### config.mk
export PLATFORM = sky130hd
export DESIGN_NAME = alu_seq
export DESIGN_NICKNAME = d
export VERILOG_FILES = /design/src/rtl/alu_seq.sv
export SDC_FILE = /design/constraint.sdc
export NUM_CORES = 1
export LEC_CHECK = 0
export CORE_MARGIN = 2
export CORE_UTILIZATION = 30
export DETAILED_ROUTE_END_ITERATION = 10
export GPL_TIMING_DRIVEN = 0
export HOLD_SLACK_MARGIN = 0.05
export PLACE_DENSITY = 0.45
export SLEW_MARGIN = 10
export SYNTH_ARGS = -nofsm -noshare
export SYNTH_HDL_FRONTEND = slang
export SYNTH_SLANG_ARGS = --single-unit
### constraint.sdc
create_clock -name clk -period 7.76 [get_ports clk]
set_input_delay 2.328 -clock clk [delete_from_list [all_inputs] [get_ports clk]]
set_output_delay 2.328 -clock clk [all_outputs]
set_load 0.02 [all_outputs]
### src/rtl/alu_seq.sv
// Multi-cycle ALU: single-cycle logic/shift ops, iterative shift-add multiply and restoring divide/remainder.
// Results are registered on entry to DONE and held there until the consumer takes them.
module alu_seq #(
  parameter int WIDTH = 32,
  parameter int SHW   = $clog2(WIDTH)
) (
  input  logic             clk,
  input  logic             rst,
  input  logic             in_valid,
  output logic             in_ready,
  input  logic [WIDTH-1:0] ReadData1,
  input  logic [WIDTH-1:0] ReadData2,
  input  logic [WIDTH-1:0] inExt,
  input  logic             ALUSrcB,
  input  logic [3:0]       ALUOp,
  output logic             out_valid,
  input  logic             out_ready,
  output logic [WIDTH-1:0] result,
  output logic             zero,
  output logic             div0
);

  typedef enum logic [1:0] {IDLE, CALC, DONE} state_t;

  state_t           state_q;
  logic [WIDTH-1:0] a_q, b_q, acc_q, result_q;
  logic [3:0]       op_q;
  logic [SHW-1:0]   cnt_q;
  logic             zero_q, div0_q;

  logic [WIDTH-1:0] b_in, alu_d, mul_acc_d, rem_d, quo_d, iter_d;
  logic [SHW-1:0]   sh;
  logic [WIDTH:0]   trial;
  logic             fits, iter_op, last;

  always_comb begin
    b_in    = ALUSrcB ? inExt : ReadData2;
    sh      = b_in[SHW-1:0];
    iter_op = (ALUOp == 4'd11) || (ALUOp == 4'd12) || (ALUOp == 4'd13);
    case (ALUOp)
      4'd0:    alu_d = ReadData1 + b_in;
      4'd1:    alu_d = ReadData1 - b_in;
      4'd2:    alu_d = b_in - ReadData1;
      4'd3:    alu_d = ReadData1 | b_in;
      4'd4:    alu_d = ReadData1 & b_in;
      4'd5:    alu_d = ~ReadData1 & b_in;
      4'd6:    alu_d = ReadData1 ^ b_in;
      4'd7:    alu_d = ~(ReadData1 ^ b_in);
      4'd8:    alu_d = ReadData1 << sh;
      4'd9:    alu_d = ReadData1 >> sh;
      4'd10:   alu_d = $unsigned($signed(ReadData1) >>> sh);
      default: alu_d = '0;
    endcase

    // Multiply: a_q is the shifting multiplicand, b_q the shifting multiplier.
    mul_acc_d = b_q[0] ? acc_q + a_q : acc_q;

    // Divide: acc_q is the partial remainder, a_q shifts the dividend out and the quotient in.
    trial = {acc_q, a_q[WIDTH-1]} - {1'b0, b_q};
    fits  = ~trial[WIDTH];
    rem_d = fits ? trial[WIDTH-1:0] : {acc_q[WIDTH-2:0], a_q[WIDTH-1]};
    quo_d = {a_q[WIDTH-2:0], fits};

    case (op_q)
      4'd11:   iter_d = mul_acc_d;
      4'd12:   iter_d = quo_d;
      default: iter_d = rem_d;
    endcase
    last = (cnt_q == SHW'(WIDTH - 1));
  end

  always_ff @(posedge clk or posedge rst) begin
    if (rst) begin
      state_q  <= IDLE;
      a_q      <= '0;
      b_q      <= '0;
      acc_q    <= '0;
      op_q     <= '0;
      cnt_q    <= '0;
      result_q <= '0;
      zero_q   <= 1'b0;
      div0_q   <= 1'b0;
    end else begin
      case (state_q)
        IDLE: if (in_valid) begin
          op_q <= ALUOp;
          if (iter_op) begin
            state_q <= CALC;
            a_q     <= ReadData1;
            b_q     <= b_in;
            acc_q   <= '0;
            cnt_q   <= '0;
          end else begin
            state_q  <= DONE;
            result_q <= alu_d;
            zero_q   <= (alu_d == '0);
            div0_q   <= 1'b0;
          end
        end
        CALC: begin
          cnt_q <= cnt_q + 1'b1;
          if (op_q == 4'd11) begin
            acc_q <= mul_acc_d;
            a_q   <= a_q << 1;
            b_q   <= b_q >> 1;
          end else begin
            acc_q <= rem_d;
            a_q   <= quo_d;
          end
          // The final iteration's combinational result goes straight into the output register.
          if (last) begin
            state_q  <= DONE;
            result_q <= iter_d;
            zero_q   <= (iter_d == '0);
            div0_q   <= (op_q != 4'd11) && (b_q == '0);
          end
        end
        DONE: if (out_ready) state_q <= IDLE;
        default: state_q <= IDLE;
      endcase
    end
  end

  assign in_ready  = (state_q == IDLE);
  assign out_valid = (state_q == DONE);
  assign result    = result_q;
  assign zero      = zero_q;
  assign div0      = div0_q;

endmodule
# Word level (Yosys, flattened, before mapping)
# Cells that the tools add are included.
# totals
in_bits,105
regBits,141
output_inout_bits,36
# op_classes
n_addsub,6
n_bitwise,7
eq_ne,25
n_reduce_logical,14
mux,37
n_shift,3
# op_table
cell,count
32-bit 2-to-1 mux,14
32-bit case mux with 11 select lines,1
32-bit case mux with 2 select lines,5
32-bit logical NOT,3
32-bit adder,2
32-bit bitwise AND,2
32-bit NOT,2
32-bit subtractor,2
33-bit by 32-bit subtractor with 33-bit output,1
4-bit equality test (second input constant),8
32-bit bitwise OR,1
32-bit by 5-bit << shifter with 32-bit output,1
32-bit by 5-bit right shift with 32-bit output,1
32-bit by 5-bit >>> shifter with 32-bit output,1
32-bit bitwise XOR,1
4-bit by 3-bit equality test with 1-bit output (second input constant),4
5-bit 2-to-1 mux,2
5-bit case mux with 2 select lines,1
4-bit by 2-bit equality test with 1-bit output (second input constant),2
2-bit 2-to-1 mux,4
2-bit != test (second input constant),4
4-bit AND reduction,2
1-bit 2-to-1 mux,7
2-bit case mux with 3 select lines,1
other kinds (16),20

# Depth between registers and ports, before layout
# logic_depth
depth_word,8
ltp_mapped,22

# Least setup slack after synthesis
# OpenSTA, ideal clock, no wires.
# synth_path
path_kind,input-to-reg
start,input ALUOp[3]
end,register zero_q (netlist: zero)
path_slack_ns,0.340
cell_stages,22
arrival_time_ns,7.355
setup_time_ns,0.066
path_cell_list,clkbuf_1 nor3_1 clkbuf_1 clkbuf_1 and2_1 clkbuf_1 clkbuf_1 nor2_1 xnor2_1 ha_1 nand2_1 or4b_1 o211ai_1 a21oi_1 o2111ai_1 and2_1 o21ai_1 a21oi_1 nor4b_1 or4_1 nor4_1 a31o_1
# synth_via
elab_chain_len,6
elab_cells_between_ends,23
cone_classes,eq/ne (14); mux (4); reduce/logical (5)
# synth_lines
element,line_no,source
"start, declared",15,"input logic [3:0] ALUOp,"
4-bit equality test (tied with other cells),40,case (ALUOp)
32-bit case mux with 11 select lines,40,
32-bit logical NOT,96,zero_q <= (alu_d == '0);
1-bit 2-to-1 mux,87,if (iter_op) begin
1-bit 2-to-1 mux,85,IDLE: if (in_valid) begin
1-bit case mux with 2 select lines,84,case (state_q)
"end signal, assigned",96,
"end signal, assigned",114,zero_q <= (iter_d == '0);
"end, declared",29,"logic zero_q, div0_q;"
# Parallel ways exist; a longest one is shown, timed or not. The select of a mux whose other input is x is not followed.
# A chain may end at the register's enable or synchronous reset.

# Final worst setup path
# layout_path
start,input ReadData1[11]
end,register zero_q (netlist: zero)
# layout_via
elab_chain_len,7
elab_cells_between_ends,17
cone_classes,add/sub (3); shift (3); mux (4); bitwise (6); reduce/logical (1)
# layout_lines
element,line_no,source
"start, declared",11,"input logic [WIDTH-1:0] ReadData1,"
"parallel branches: the longest is 2 deep, another holds 32-bit subtractor",--,
32-bit case mux with 11 select lines (*),40,
32-bit logical NOT (*),96,
1-bit 2-to-1 mux (*),87,
1-bit 2-to-1 mux (*),85,
1-bit case mux with 2 select lines (*),84,
# Every way passes the cells marked *. The select of a mux whose other input is x is not followed.

==> impl_metrics.csv <==
group,metric,value,unit
worst_setup_path,critPathArrivalTime,8.14,ns
timing,fmax,129,MHz
route,wl,156000,um
final_layout,area_growth,17.7,%
worst_setup_path,path_max_fanout,9,
die,die-area,77600,um2
route,firstDrtPassIters,9,
synth,ys_seq_elements,141,
power,power_switching,5.64,mW
final_layout,fin_util,0.357,
synth,ys.flop_type,"dfrtp_1",
synth,ys_async_sr_fraction,1.00,
status,status,"completed",
job,cap_viol_max_count,0,
global_route,grt_first_pass_wirelength,212000,um
die,io_pins,141,
synth,synth-edff-count,0,
global_route,grt_util_all_layers,0.388,
clock_tree,cts_made_buffers,17,
timing,skew,0.0171,ns
timing,period_needed,7.76,ns
clock_tree,clock_latency,0.46,ns
placement,dpl.hpwl,126000,um
global_route,antenna_found_initial,12,
final_layout,nets,3507,
worst_setup_path,cp_data_required_time,8.15,ns
route,postRouteAntennaNets,0,
power,ir_worst_vdd,0.000195,V
synth,yosysWarnings,0,
timing,fin_setup_tns,0,ns
timing,rsz0062_at_grt,"yes",
power,p_seq_frac,0.163,
timing,hold_slack,0.478,ns
synth,synth_nets,3332,
clock_tree,cts_buffer_depth,2,
power,p_leak,11.1,nW
final_layout,layout.cells.non_filler,4224,
worst_setup_path,end_kind,"flop",
power,clkPwrFrac,0.090,
worst_setup_path,critical_path_class,"primary input to flop",
synth,postSynthAreaPerCell,7.39,um2
die,die_width,279,um
global_route,gr-total-overflow,0,
final_layout,layout.area.seq,3530,um2
worst_setup_path,slowest_delay,0.84,ns
clock_tree,clk_pin_slew,0.07,ns
route,viasPerCell,6.62,
route,vias,28000,
route,wl_per_cell,36.8,um
timing,slew_violations,0,
clock_tree,cts_tree,"built",
timing,worst_slew_pin_slew,1.33,ns
die,die_h,279,um
worst_hold_path,hold_class,"flop to flop",
die,start_util,0.303,
final_layout,multi_input_area,17900,um2
power,p_int,3.85,mW
final_layout,fill_cells,8026,
timing,setup_viol_count_final,0,
placement,gp_congestion,1.03,
synth,yosysSeqAreaShare,0.156,
synth,synth_cell_types,109,
route,drt-initial-drc-count,3963,
global_route,grt_pass1_vias,25800,
synth,synthCells,3061,
timing,hold_violations,0,
die,rows,100,
power,switching_share,0.595,
global_route,grt_max_degree,105,
power,power,9.49,mW
placement,io_buffers,137,
synth,syn_area,22600,um2
final_layout,layout-drive-gt1-share,0.0890,
clock_tree,cts.sink_count,141,
worst_setup_path,startpoint_type,"primary input",
clock_tree,cts-root-buf,"clkbuf_16",
die,core_area,74600,um2
worst_setup_path,slowest_stage,"clkbuf_1",
worst_setup_path,worstPathCellList,"clkdlybuf4s50_1 > clkbuf_1 > inv_1 > ha_1 > inv_1 > a21oi_1 > or2_2 > nor3b_1 > a22oi_2 > a311oi_2 > mux2i_1 > o21ai_0 > a31oi_1 > or4bb_1 > nor4_2 > a31o_1",
clock_tree,htree_levels,4,
timing,maxSlewHeadroom,0.109,
worst_setup_path,crit_top_cell,"inv_1",
power,p_comb_frac,0.747,
route,drc,0,
placement,placedCellCount,4173,
timing,period_share,0.999,
power,p_per_area,357,nW/um2
-- cells in the final DEF, fill, tap and decap left out, drive strengths merged, types with 40 or more instances in the layout --
cell           count
a211oi            50
a21o              47
a21oi            232
a31oi             40
buf               82
clkbuf           171
clkdlybuf4s50    134
dfrtp            141
ha               162
inv              188
mux2i            137
nand2            360
nand3             42
nor2             245
nor3              64
o211ai            46
o21ai            263
xnor2            118
xor2              66
-- routing by layer --
metal | share of wire | global-route usage
met3 | 0.12 | 0.111
met5 | 0.0012 | 0.0156
met1 | 0.44 | 0.554
met4 | 0.042 | 0.144
met2 | 0.40 | 0.548
-- logic make-up (layout without fill, tap and decap cells) --
logic type                 Yosys count  count (layout)  share of synthesized area
other                                0               6                          0
muxes                              179             179                     0.0987
xor gates and xnor gates           184             184                     0.0713
adders and majority gates          166             166                     0.0932
buffers and inverters              402             590                     0.0718
DFF                                141             141                      0.156
and+or+nand+nor                    931             931                      0.191
AOI/OAI and AO/OA                 1058            1058                      0.318
-- power groups by stage --
stage          Combinational [mW]  Sequential [mW]  Clock (mW)
6_report                     7.09             1.54       0.858
2_1_floorplan                4.12             1.41           0
3_3_place_gp                 6.68             1.53           0
4_1_cts                      6.78             1.53       0.855
3_5_place_dp                 6.68             1.54           0
5_1_grt                      7.45             1.57       0.892
-- synth_stat cells, drive strengths merged (30+ instances only) --
library cell / n / area share
a31oi: 40 / 0.011
xnor2: 118 / 0.046
dfrtp: 141 / 0.16
o21ai: 263 / 0.058
clkbuf: 163 / 0.027
a21o: 47 / 0.016
nor4: 30 / 0.0086
a21oi: 232 / 0.051
a211oi: 50 / 0.018
inv: 179 / 0.030
and3: 30 / 0.0083
buf: 57 / 0.014
xor2: 66 / 0.026
o22ai: 38 / 0.011
nand3: 42 / 0.0097
a222oi: 34 / 0.015
ha: 162 / 0.090
nor3: 64 / 0.015
o211ai: 46 / 0.015
nor2: 245 / 0.041
nand2: 360 / 0.060
mux2i: 137 / 0.063
-- through the flow --
step | setup slack (ns) | area, um2
finish | 0.00406 | 26600
global route | -0.0779 | 26600
CTS | 0.00964 | 26300
detailed placement | -3.36 | 25300
global placement | -4.56 | 25200
floorplan | 0.340 | 22600
-- state kept, by name, indices dropped and copies added (netlist names) --
signal / count
zero: 1
op_q: 4
div0: 1
cnt_q: 5
state_q: 2
a_q: 32
b_q: 32
result: 32
acc_q: 32
-- final cells by class --
cell class                      instances  area share
Multi-Input combinational cell       2518       0.674
Sequential cell                       141       0.133
Timing Repair Buffer                  162      0.0601
Tap cell                              969      0.0456
Buffer                                214      0.0390
Inverter                              182      0.0262
Clock buffer                           18      0.0165
Clock inverter                         14     0.00531
Antenna cell                            6    0.000564
-- timing repair --
action,4_1_cts,5_1_grt
hold buffers,0,0
endpoints found under the setup margin,31,4
buffers inserted,13,6
pin swaps,7,16
gates resized for setup,91,70
-- critical path, delay by kind of cell --
kind,cells,cell delay (ns)
AO/OA/AOI/OAI,6,1.61
multiplexers,1,0.31
adder cells (fa/ha/maj),1,0.63
AND/OR/NAND/NOR,4,1.20
buffers and inverters,4,2.04
-- final timing paths --
check	start	to	slack [ns]	cells after the start
min in group asynchronous	rst	a_q[3]	2.41	2
setup / recovery	ReadData1[11]	zero	0.004	16
setup reg to reg	a_q[31]	zero	1.53	18
hold / removal	result[18]	result[18]	0.48	1
max in group asynchronous	rst	result[13]	4.40	3
hold reg to reg	result[18]	result[18]	0.48	1
Power figures use the tool's default switching activity.
